<file path="config.mk">
export PLATFORM = sky130hd
export DESIGN_NAME = prog_logic_cell
export DESIGN_NICKNAME = d
export VERILOG_FILES = /design/src/rtl/prog_logic_cell.sv
export SDC_FILE = /design/constraint.sdc
export NUM_CORES = 1
export LEC_CHECK = 0
export ABC_AREA = 1
export BUFFER_PORTS_ARGS = -buffer_cell sky130_fd_sc_hd__buf_4
export CELL_PAD_IN_SITES_DETAIL_PLACEMENT = 2
export CELL_PAD_IN_SITES_GLOBAL_PLACEMENT = 2
export CORE_MARGIN = 2
export CORE_UTILIZATION = 31
export DETAILED_ROUTE_END_ITERATION = 12
export PLACE_DENSITY_LB_ADDON = 0.3
export SLEW_MARGIN = 20
export SYNTH_ARGS = -nofsm -noshare
export SYNTH_HDL_FRONTEND = slang
export SYNTH_SLANG_ARGS = --single-unit
</file>
<file path="constraint.sdc">
create_clock -name clk -period 1.4 [get_ports clk]
set_clock_uncertainty 0.2 [all_clocks]
set_input_delay 0.28 -clock clk [delete_from_list [all_inputs] [get_ports clk]]
set_output_delay 0.28 -clock clk [all_outputs]
set_load 0.02 [all_outputs]
</file>
<file path="src/rtl/prog_logic_cell.sv">
// prog_logic_cell -- NCH independent NIN-input lookup-table logic channels
// behind a one-entry registered valid/ready stage, reprogrammed through a
// serial truth-table loader.
//
// Optional feature macro: PLC_CFG_READBACK_EN
//   defined   : cfg_start preloads the shadow register with the active table,
//               and cfg_dout streams it out LSB-first while the new table
//               shifts in.
//   undefined : no preload; cfg_dout is tied to 0.
//
// Ports
//   clk        sole clock, rising edge
//   rst        asynchronous active-high reset
//   in_valid   in_data valid this cycle
//   in_ready   stage can accept in_data this cycle
//   in_data    channel c operand at [c*NIN +: NIN]
//   out_valid  out_data holds a result
//   out_ready  consumer takes out_data this cycle
//   out_data   bit c = channel c result
//   cfg_start  single-cycle pulse that (re)starts a table load
//   cfg_valid  cfg_bit valid this cycle
//   cfg_bit    serial truth-table bit, first bit lands at table bit 0
//   cfg_busy   load in progress
//   cfg_done   single-cycle pulse after the new table is committed
//   cfg_dout   serial readback bit
module prog_logic_cell #(
  parameter int NIN = 3,
  parameter int NCH = 2,
  parameter logic [2**NIN-1:0] INIT_TT = 8'h8F
) (
  input  logic                 clk,
  input  logic                 rst,
  input  logic                 in_valid,
  output logic                 in_ready,
  input  logic [NCH*NIN-1:0]   in_data,
  output logic                 out_valid,
  input  logic                 out_ready,
  output logic [NCH-1:0]       out_data,
  input  logic                 cfg_start,
  input  logic                 cfg_valid,
  input  logic                 cfg_bit,
  output logic                 cfg_busy,
  output logic                 cfg_done,
  output logic                 cfg_dout
);

  localparam int TTC = 2**NIN;
  localparam int TTW = NCH*TTC;
  localparam int CW  = $clog2(TTW+1);

  typedef enum logic {IDLE, LOAD} cfg_state_e;

  cfg_state_e        state_q, state_d;
  logic [CW-1:0]     cnt_q, cnt_d;
  logic [TTW-1:0]    shadow_q, shadow_d;
  logic [TTW-1:0]    active_tt_q, active_tt_d;
  logic              done_q, done_d;
  logic              out_valid_q, out_valid_d;
  logic [NCH-1:0]    out_data_q, out_data_d;
  logic [TTW-1:0]    shifted;
  logic [TTC-1:0]    ch_tt;
  logic              xfer;

  // Register bank; reset abandons any load and drops a pending result.
  always_ff @(posedge clk or posedge rst) begin
    if (rst) begin
      state_q     <= IDLE;
      cnt_q       <= '0;
      shadow_q    <= '0;
      active_tt_q <= {NCH{INIT_TT}};
      done_q      <= 1'b0;
      out_valid_q <= 1'b0;
      out_data_q  <= '0;
    end else begin
      state_q     <= state_d;
      cnt_q       <= cnt_d;
      shadow_q    <= shadow_d;
      active_tt_q <= active_tt_d;
      done_q      <= done_d;
      out_valid_q <= out_valid_d;
      out_data_q  <= out_data_d;
    end
  end

  // Loader FSM. cfg_start wins over cfg_valid so a restart never keeps a
  // bit from its own cycle; the final bit commits the post-shift shadow in
  // one step so evaluation never sees a half-written table.
  always_comb begin
    state_d     = state_q;
    cnt_d       = cnt_q;
    shadow_d    = shadow_q;
    active_tt_d = active_tt_q;
    done_d      = 1'b0;
    shifted     = {cfg_bit, shadow_q[TTW-1:1]};
    case (state_q)
      IDLE: begin
        if (cfg_start) begin
          state_d = LOAD;
          cnt_d   = '0;
`ifdef PLC_CFG_READBACK_EN
          shadow_d = active_tt_q;
`endif
        end
      end
      LOAD: begin
        if (cfg_start) begin
          cnt_d = '0;
`ifdef PLC_CFG_READBACK_EN
          shadow_d = active_tt_q;
`endif
        end else if (cfg_valid) begin
          shadow_d = shifted;
          if (cnt_q == CW'(TTW-1)) begin
            active_tt_d = shifted;
            done_d      = 1'b1;
            cnt_d       = '0;
            state_d     = IDLE;
          end else begin
            cnt_d = cnt_q + CW'(1);
          end
        end
      end
      default: state_d = IDLE;
    endcase
  end

  // Evaluation stage. Lookups use the registered table, so a transfer in
  // the commit cycle still sees the old contents.
  always_comb begin
    out_valid_d = out_valid_q;
    out_data_d  = out_data_q;
    ch_tt       = '0;
    in_ready    = !out_valid_q || out_ready;
    xfer        = in_valid && in_ready;
    if (xfer) begin
      out_valid_d = 1'b1;
      for (int c = 0; c < NCH; c++) begin
        ch_tt         = active_tt_q[c*TTC +: TTC];
        out_data_d[c] = ch_tt[in_data[c*NIN +: NIN]];
      end
    end else if (out_ready) begin
      out_valid_d = 1'b0;
    end
  end

  assign out_valid = out_valid_q;
  assign out_data  = out_data_q;
  assign cfg_busy  = (state_q == LOAD);
  assign cfg_done  = done_q;

`ifdef PLC_CFG_READBACK_EN
  assign cfg_dout = shadow_q[0];
`else
  assign cfg_dout = 1'b0;
`endif

endmodule

</file>
==> metrics.json, run 1 <==
{
  "power_total_mw": 2.824,
  "final_layout_size_suffix_gt1_share_pct": 35.83,
  "ant_nets": 0,
  "finalNetCount": 267,
  "detail_route.drc_violations": 0,
  "layout.cells.most_common": "nand2_1",
  "insertion_delay_ps": 290,
  "fp-row-count": 28,
  "hpwlAfterDp_um": 3290,
  "post-route-period-util_pct": 111.2,
  "critPathMaxStageDelay_ps": 360,
  "timing.final.ws_setup_ps": -156.6,
  "run_status": "finished with violations",
  "summed_instance_area_of_the_synthesized_netlist_mm2": 0.001836,
  "dp_slack_ps": -182.5,
  "critical_path.startpoint_type": "flop",
  "cts_tree": "yes",
  "dp_cell_count": 315,
  "ys_ff_latch": 41,
  "worstPathCellList": "ha_2, nand2_2, nor3_4, nand2_4, buf_12, buf_6, o21ai_2",
  "maxCapViolCount": 0,
  "numCtsBuffers": 5,
  "power.ir.vdd_worst_mv": 0.5191,
  "max_freq_mhz": 642.4,
  "power.static_leakage_nw": 1.178,
  "synth_area_per_cell_um2": 8.577,
  "final_period_minus_worst_setup_slack_ps": 1557,
  "routed-via-count": 1532,
  "synthTopCellsByArea": "dfrtp_1 (42%), dfstp_2 (14%), nand2_1 (12%)",
  "synth.yosys.warnings": 0,
  "endpoint_class_of_the_critical_path": "flop",
  "floorplan.initialDensity_pct": 31.56,
  "root_buffer": "clkbuf_8",
  "violations": "setup timing",
  "first_global_vias": 1616,
  "antenna_cells": 0,
  "track_usage_pct": 15.31,
  "layoutNonFillerInstCount": 329,
  "gate_count_after_technology_mapping": 214,
  "pwr_cell_area_mw_per_mm2": 1133,
  "final_hold_viol_count": 0,
  "post-synth-top-area-fraction_pct": 42.26,
  "synth_cell_types": 25,
  "worst-path-max-fanout": 8,
  "die_w_um": 80.95,
  "crit_required_ps": 1430,
  "most-common-layout-cells": "nand2_1 (46), inv_1 (36), dfrtp_1 (30), buf_4 (30), o21ai_0 (15)",
  "path_category_of_the_worst_min_delay_check": "input pin to flop",
  "totalNegativeSetupSlack_ps": -1990,
  "layout-area-overhead-vs-synth_pct": 35.79,
  "drtPass1Iterations": 2,
  "floorplan.io_pins": 20,
  "core-area_mm2": 0.005816,
  "vias_per_cell": 4.657,
  "die_y_um": 80.95,
  "report.final.slew_viol_count": 0,
  "cts_clock_pin_slew_for_the_worst_setup_and_hold_paths_ps": 80,
  "gp_congestion": 0.7597,
  "setup_repair_after_global_routing_missed_its_margin": "yes",
  "grt_start_max_net_pins": 34,
  "final_core_util_pct": 42.86,
  "totalWireLength_um": 5185,
  "ff2ff_setup_slack_ps": -160,
  "numClockSinks": 41,
  "floorplan.die_area_mm2": 0.006553,
  "grt_first_pass_wirelength_um": 7555,
  "crit_path_slowest_cell": "dfrtp_1",
  "initial_antenna_violation_count": 0,
  "drtIter0Drc": 44,
  "h-tree-depth": 2,
  "grt_overflow": 0,
  "port_buffers": 18,
  "worst-endpoint-arrival_ps": 1580,
  "syn-num-nets": 228,
  "ctsLongestPathBuffers": 2,
  "synth_sequential_area_ratio_pct": 56.58,
  "synth_area_leader_cell": "dfrtp_1",
  "wl_per_cell_um": 15.76,
  "path_class": "flop to flop",
  "finalSetupViolCount": 19
}
==> final cells by class <==
cell class,instances,area (µm²)
clock inverters,1,30.03
inverters,39,162.7
multi-input cells,127,710.7
flip-flops and latches,41,1040
fillers,662,3323
repair buffers,39,369.1
well taps,75,93.84
clock buffers,7,86.33
==> logic make-up (layout without fill, tap and decap cells) <==
logic type / Yosys count / after routing / synth area share (%)
xor+xnor: 2 / 2 / 0.9545
other cells: 1 / 1 / 0.2043
buf+inv: 46 / 86 / 10.91
flops: 41 / 41 / 56.58
compound gates: 35 / 35 / 10.43
simple gates: 88 / 88 / 20.25
fa+ha+maj: 1 / 1 / 0.6816
==> report_power, final <==
| group | leakage, nW | internal (mW) | switching, mW |
|---|---|---|---|
| clock | 0.0585 | 0.582 | 0.411 |
| combinational | 0.618 | 0.191 | 0.267 |
| sequential | 0.502 | 1.30 | 0.0714 |
| total | 1.18 | 2.07 | 0.750 |
==> state kept, by name, indices dropped and copies added (netlist names) <==
name         flops
cfg_busy         1
cnt_q            5
shadow_q        15
active_tt_q     16
out_valid        1
cfg_done         1
out_data         2
==> cells in the mapped netlist, drive strengths merged <==
master and instances:
nor3 3, buf 6, inv 39, nand2 61, or2 2, dfrtp 31, conb 1, ha 1
o21ai 33, nor2 6, xor2 1, a21oi 1, dfstp 10, xnor2 1, clkbuf 1, o22ai 1
nand3b 2, nand3 14
==> routing by layer <==
layer,track usage [%],vias to the layer above,share of wire [%]
met5,0,-,0
met4,4.576,0,1.1
met3,3.667,5,1.9
met2,28.93,11,57
met1,16.84,781,40
li1,-,735,-
==> what timing repair did <==
item	4_1_cts	5_1_grt
hold buffers	2	0
resized for setup	8	37
pin swaps	1	4
endpoints found under the hold margin	13	0
buffers inserted	1	1
endpoints found under the setup margin	21	29
cloned	0	2
==> critical path, delay by kind of cell (launching register included) <==
family	cells	cell delay, ps
AOI/OAI and AO/OA	1	90
adders and majority gates	1	190
buffers and inverters	2	270
DFF	1	360
and+or+nand+nor	3	380
==> per-stage QoR <==
step	hold slack [ps]	area, µm²
after floorplan	61.43	1846
after global routing	15.99	2492
after CTS	19.42	2327
after global placement	32.83	2158
final	11.16	2492
after detailed placement	42.32	2158
==> final timing paths <==
kind | start | to | depth (start not counted)
worst max-delay path | cnt_q[0]$_DFFE_PP0P_ | active_tt_q[12]$_DFFE_PP0P_ | 7
max in group asynchronous | rst | active_tt_q[2]$_DFFE_PP1P_ | 4
worst max register to register | cnt_q[0]$_DFFE_PP0P_ | active_tt_q[12]$_DFFE_PP0P_ | 7
min in group asynchronous | rst | shadow_q[12]$_DFFE_PP0P_ | 3
worst min-delay path | cfg_bit | active_tt_q[15]$_DFFE_PP1P_ | 3
worst min register to register | active_tt_q[3]$_DFFE_PP1P_ | active_tt_q[3]$_DFFE_PP1P_ | 2
Power figures use the tool's default switching activity.
==> run 2: changes to the inputs <==
--- a/config.mk
+++ b/config.mk
@@ -10,7 +10,7 @@
 export CELL_PAD_IN_SITES_DETAIL_PLACEMENT = 2
 export CELL_PAD_IN_SITES_GLOBAL_PLACEMENT = 2
 export CORE_MARGIN = 2
-export CORE_UTILIZATION = 31
+export CORE_UTILIZATION = 32
 export DETAILED_ROUTE_END_ITERATION = 12
 export PLACE_DENSITY_LB_ADDON = 0.3
 export SLEW_MARGIN = 20
==> constraint.sdc (replaced) <==
create_clock -name clk -period 1.6 [get_ports clk]
set_clock_uncertainty 0.2 [all_clocks]
set_input_delay 0.32 -clock clk [delete_from_list [all_inputs] [get_ports clk]]
set_output_delay 0.32 -clock clk [all_outputs]
set_load 0.02 [all_outputs]
==> run 2 against run 1 <==
Net effect:
- the flow now finishes without violations
- sequential cell count unchanged
- setup slack improved by 180 ps
- die area decreased by 3.0%
- sequential share of layout area increased by 2.2 points
- count of clock-buffer cells in the layout unchanged
- cell count decreased by 2.7%
- global-route usage about the same
- sequential power decreased by 12%
==> metrics.json, run 2 (synthesis gave the netlist of run 1 again) <==
{
  "power.ir.vdd_worst_mv": 0.3865,
  "ctsLongestPathBuffers": 2,
  "final_layout_size_suffix_gt1_share_pct": 25.81,
  "crit_required_ps": 1620,
  "largest_register_ffs": 16,
  "maxCapViolCount": 0,
  "drtIter0Drc": 43,
  "largestRegisters": "active_tt_q x16, shadow_q x15, cnt_q x5",
  "max_freq_mhz": 634.6,
  "core-area_mm2": 0.005507,
  "layout-area-overhead-vs-synth_pct": 28.83,
  "totalWireLength_um": 4789,
  "vias_per_cell": 4.588,
  "floorplan.io_pins": 20,
  "initial_antenna_violation_count": 0,
  "die_w_um": 79.74,
  "hold_start": "cfg_bit",
  "dp_slack_ps": 11.63,
  "numClockSinks": 41,
  "fill_cell_instance_count_of_the_final_layout": 622,
  "endpoint_class_of_the_critical_path": "flop",
  "worst_setup_path_startpoint": "cnt_q[1]$_DFFE_PP0P_",
  "totalNegativeSetupSlack_ps": 0,
  "detail_route.drc_violations": 0,
  "most-common-layout-cells": "nand2_1 (57), inv_1 (38), dfrtp_1 (31), buf_4 (27), o21ai_0 (17)",
  "final_core_util_pct": 42.94,
  "fin_worst_hold_slack_ps": 62.94,
  "power.static_leakage_nw": 1.149,
  "worst-path-max-fanout": 14,
  "final_period_minus_worst_setup_slack_ps": 1576,
  "run_status": "complete, no violations",
  "floorplan.initialDensity_pct": 33.33,
  "path_category_of_the_worst_min_delay_check": "input pin to flop",
  "ant_nets": 0,
  "worst-endpoint-arrival_ps": 1600,
  "pwr_cell_area_mw_per_mm2": 1042,
  "gp_congestion": 0.7747,
  "root_buffer": "clkbuf_8",
  "timing.final.ws_setup_ps": 24.30,
  "path_class": "flop to flop",
  "grt_start_max_net_pins": 42,
  "die_y_um": 79.74,
  "placement.cell_area_mm2": 0.002092,
  "fp-row-count": 27,
  "post-route-period-util_pct": 98.48,
  "report.final.slew_viol_count": 0,
  "cts_clock_pin_slew_for_the_worst_setup_and_hold_paths_ps": 80,
  "wl_per_cell_um": 14.97,
  "registers.top_by_ff_count": "active_tt_q",
  "numCtsBuffers": 5,
  "grt_first_pass_wirelength_um": 7486,
  "setup_repair_after_global_routing_missed_its_margin": "yes",
  "routed-via-count": 1468,
  "finalSetupViolCount": 0,
  "finalNetCount": 261,
  "final_cell_area_mm2": 0.002365,
  "cts_tree": "yes",
  "hpwlAfterDp_um": 2894,
  "antenna_cells": 0,
  "first_global_vias": 1657,
  "crit-reg2reg-launch": "cnt_q[1]$_DFFE_PP0P_",
  "grt_overflow": 0,
  "critical_path.startpoint_type": "flop",
  "drtPass1Iterations": 2,
  "h-tree-depth": 2,
  "layout.cells.most_common": "nand2_1",
  "insertion_delay_ps": 300,
  "port_buffers": 18,
  "floorplan.die_area_mm2": 0.006358,
  "track_usage_pct": 15.31,
  "final_hold_viol_count": 0
}
## run 2: path summary, 6_finish.rpt
kind / to / slack, ps / cells past startpoint
max: active_tt_q[10]$_DFFE_PP1P_ / 20 / 7
min: active_tt_q[15]$_DFFE_PP1P_ / 60 / 3
min reg2reg: active_tt_q[8]$_DFFE_PP1P_ / 280 / 2
max in group asynchronous: active_tt_q[10]$_DFFE_PP1P_ / 490 / 4
min in group asynchronous: active_tt_q[12]$_DFFE_PP0P_ / 440 / 4
max reg2reg: active_tt_q[10]$_DFFE_PP1P_ / 20 / 7
## run 2: cell type report
type	count	area, µm²	share of cell area (%)
inverters	39	158.9	6.720
clock buffers	7	86.33	3.651
well taps	72	90.09	3.810
multi-input cells	127	648.1	27.41
repair buffers	33	312.8	13.23
flip-flops and latches	41	1039	43.92
clock inverters	1	30.03	1.270
## run 2: worst max-delay path, stage by stage (launching register included)
cell	delay, ps
dfrtp_1	410
ha_4	170
nand2_4	60
nor3_4	210
nand2_4	120
clkbuf_16	200
nand2_1	60
o21ai_0	70
## run 2: what timing repair did
action,4_1_cts,5_1_grt
hold endpoints to repair,32,0
buffers inserted,1,2
resized for setup,1,20
gates cloned,0,2
hold buffers,2,0
pin swaps,0,3
setup endpoints to repair,1,14
## run 2: routing by layer
layer	wire length [µm]	share of wire [%]	GRT usage [%]
met3	144	3.0	3.733
met5	0	0	0
met4	99	2.1	5.085
met1	1988	42	18.61
met2	2557	53	26.55
## run 2: stage by stage
stage | instances | power (mW)
after CTS | 316 | 2.456
after detailed placement | 305 | 1.555
after global placement | 305 | 1.534
final | 320 | 2.463
after floorplan | 214 | 1.398
after global routing | 320 | 2.615
## run 2: power breakdown
| part | total (mW) | internal [mW] | leakage (nW) | switching [mW] |
|---|---|---|---|---|
| clock network | 0.872 | 0.509 | 0.0585 | 0.363 |
| logic | 0.380 | 0.168 | 0.589 | 0.213 |
| registers | 1.21 | 1.14 | 0.502 | 0.0717 |
| total | 2.46 | 1.82 | 1.15 | 0.648 |
==> run 3: changes to the inputs <==
--- a/config.mk
+++ b/config.mk
@@ -11,6 +11,7 @@
 export CELL_PAD_IN_SITES_GLOBAL_PLACEMENT = 2
 export CORE_MARGIN = 2
 export CORE_UTILIZATION = 32
+export CTS_BUF_LIST = sky130_fd_sc_hd__clkbuf_8
 export DETAILED_ROUTE_END_ITERATION = 12
 export PLACE_DENSITY_LB_ADDON = 0.3
 export SLEW_MARGIN = 20
==> run 3 against run 2 <==
Net effect:
- combinational power about the same
- largest power group unchanged
- largest cell class unchanged
- critical path depth unchanged
- core utilization unchanged
==> metrics.json, run 3 (synthesis gave the netlist of run 1 again) <==
{
  "run_status": "complete, no violations",
  "core-area_mm2": 0.005507,
  "sw_frac_of_total_pct": 26.41,
  "cts_tree": "yes",
  "flop_pwr_share_pct": 49.2,
  "crit-reg2reg-launch": "cnt_q[1]$_DFFE_PP0P_",
  "detail_route.drc_violations": 0,
  "final_layout_size_suffix_gt1_share_pct": 25.81,
  "post-route-period-util_pct": 98.48,
  "finalSetupViolCount": 0,
  "die_w_um": 79.74,
  "layout.cells.most_common": "nand2_1",
  "grt_first_pass_wirelength_um": 7486,
  "pwr_cell_area_mw_per_mm2": 1039,
  "worst-endpoint-arrival_ps": 1600,
  "path_category_of_the_worst_min_delay_check": "input pin to flop",
  "drtPass1Iterations": 2,
  "dp_slack_ps": 11.63,
  "fp-row-count": 27,
  "maxCapViolCount": 0,
  "floorplan.die_area_mm2": 0.006358,
  "worst-path-max-fanout": 14,
  "vias_per_cell": 4.588,
  "setup_repair_after_global_routing_missed_its_margin": "yes",
  "ff2ff_setup_slack_ps": 20,
  "largest_register_ffs": 16,
  "most-common-layout-cells": "nand2_1 (57), inv_1 (39), dfrtp_1 (31), buf_4 (27), o21ai_0 (17)",
  "power.clock.fraction_pct": 35.3,
  "max_freq_mhz": 634.6,
  "ctsLongestPathBuffers": 2,
  "registers.top_by_ff_count": "active_tt_q",
  "area.sequential_mm2": 0.001039,
  "hold_start": "cfg_bit",
  "numCtsBuffers": 5,
  "finalNetCount": 261,
  "insertion_delay_ps": 300,
  "power.static_leakage_nw": 1.153,
  "final_hold_viol_count": 0,
  "grt_start_max_net_pins": 42,
  "first_global_vias": 1657,
  "cts_clock_pin_slew_for_the_worst_setup_and_hold_paths_ps": 80,
  "endpoint_class_of_the_critical_path": "flop",
  "numClockSinks": 41,
  "multiInputGateArea_um2": 648.1,
  "timing.final.ws_setup_ps": 24.31,
  "path_class": "flop to flop",
  "report.final.slew_viol_count": 0,
  "totalWireLength_um": 4790,
  "layout-area-overhead-vs-synth_pct": 28.83,
  "p_sw_uw": 649.2,
  "drtIter0Drc": 44,
  "cellInternalPower_mw": 1.809,
  "port_buffers": 18,
  "fin_worst_hold_slack_ps": 62.06,
  "grt_overflow": 0,
  "rr_endpoint": "active_tt_q[10]$_DFFE_PP1P_",
  "fill_cell_instance_count_of_the_final_layout": 622,
  "root_buffer": "clkbuf_8",
  "antenna_cells": 0,
  "hold_depth": 3,
  "power.ir.vdd_worst_mv": 0.3865,
  "hpwlAfterDp_um": 2894,
  "hold_path_end": "active_tt_q[15]$_DFFE_PP1P_",
  "power_frac_comb_pct": 15.5,
  "crit_required_ps": 1620,
  "routed-via-count": 1468,
  "die_y_um": 79.74,
  "worstRegToRegCells": 7,
  "gp_congestion": 0.7747,
  "floorplan.initialDensity_pct": 33.33,
  "largestRegisters": "active_tt_q x16, shadow_q x15, cnt_q x5",
  "track_usage_pct": 15.31,
  "wl_per_cell_um": 14.97,
  "final_period_minus_worst_setup_slack_ps": 1576,
  "h-tree-depth": 2,
  "critical_path.startpoint_type": "flop",
  "ant_nets": 0,
  "floorplan.io_pins": 20,
  "initial_antenna_violation_count": 0
}
run 3: metrics by stage:
step                      power (mW)  TNS (ps)  cells  cell area (µm²)  utilization [%]
after floorplan                1.398         0    214             1836                -
after global placement         1.534         0    305             2092            37.99
after detailed placement       1.555         0    305             2092            37.99
after CTS                      2.450         0    316             2238            40.65
after global routing           2.609     -1032    320             2365            42.94
final                          2.458         0    320             2365            42.94
run 3: layout make-up:
type	count	share of cell area, %
Sequential cell	41	43.92
Multi-Input combinational cell	127	27.41
Timing Repair Buffer	33	13.23
Inverter	39	6.720
Tap cell	72	3.810
Clock buffer	6	3.492
Clock inverter	2	1.429
run 3: worst max-delay path by stage:
stage | start | endpoint | slack, ps | cells past startpoint
after global placement | cnt_q[1]$_DFFE_PP0P_ | active_tt_q[0]$_DFFE_PP1P_ | 120 | 8
after detailed placement | cnt_q[1]$_DFFE_PP0P_ | active_tt_q[15]$_DFFE_PP1P_ | 10 | 8
after CTS | cnt_q[0]$_DFFE_PP0P_ | active_tt_q[15]$_DFFE_PP1P_ | 30 | 8
after floorplan | cfg_busy$_DFF_PP0_ | active_tt_q[6]$_DFFE_PP0P_ | 50 | 7
after global routing | cnt_q[1]$_DFFE_PP0P_ | active_tt_q[10]$_DFFE_PP1P_ | -90 | 7
final | cnt_q[1]$_DFFE_PP0P_ | active_tt_q[10]$_DFFE_PP1P_ | 20 | 7
run 3: routing by layer:
metal	part of all wire (%)	vias up	track usage (%)
met1	42	721	18.61
li1	-	718	-
met5	0	-	0
met2	53	21	26.55
met3	3.0	8	3.733
met4	2.1	0	5.085
run 3: what timing repair did:
| item | 4_1_cts | 5_1_grt |
|---|---|---|
| setup buffers | 1 | 2 |
| endpoints found under the setup margin | 1 | 14 |
| cloned | 0 | 2 |
| pin swaps | 0 | 3 |
| endpoints found under the hold margin | 32 | 0 |
| gates resized for setup | 1 | 20 |
| hold buffers | 2 | 0 |
run 3: power by group through the flow:
| stage | Clock, mW | Sequential [mW] | Combinational [mW] |
|---|---|---|---|
| floorplan | 0 | 1.22 | 0.178 |
| global placement | 0 | 1.21 | 0.323 |
| detailed placement | 0 | 1.22 | 0.335 |
| CTS | 0.893 | 1.20 | 0.358 |
| global route | 0.942 | 1.23 | 0.443 |
| finish | 0.867 | 1.21 | 0.380 |
run 3: worst max-delay path: stages, from the launching register on:
cell	delay [ps]
dfrtp_1	410
ha_4	170
nand2_4	60
nor3_4	210
nand2_4	120
clkbuf_16	200
nand2_1	60
o21ai_0	70
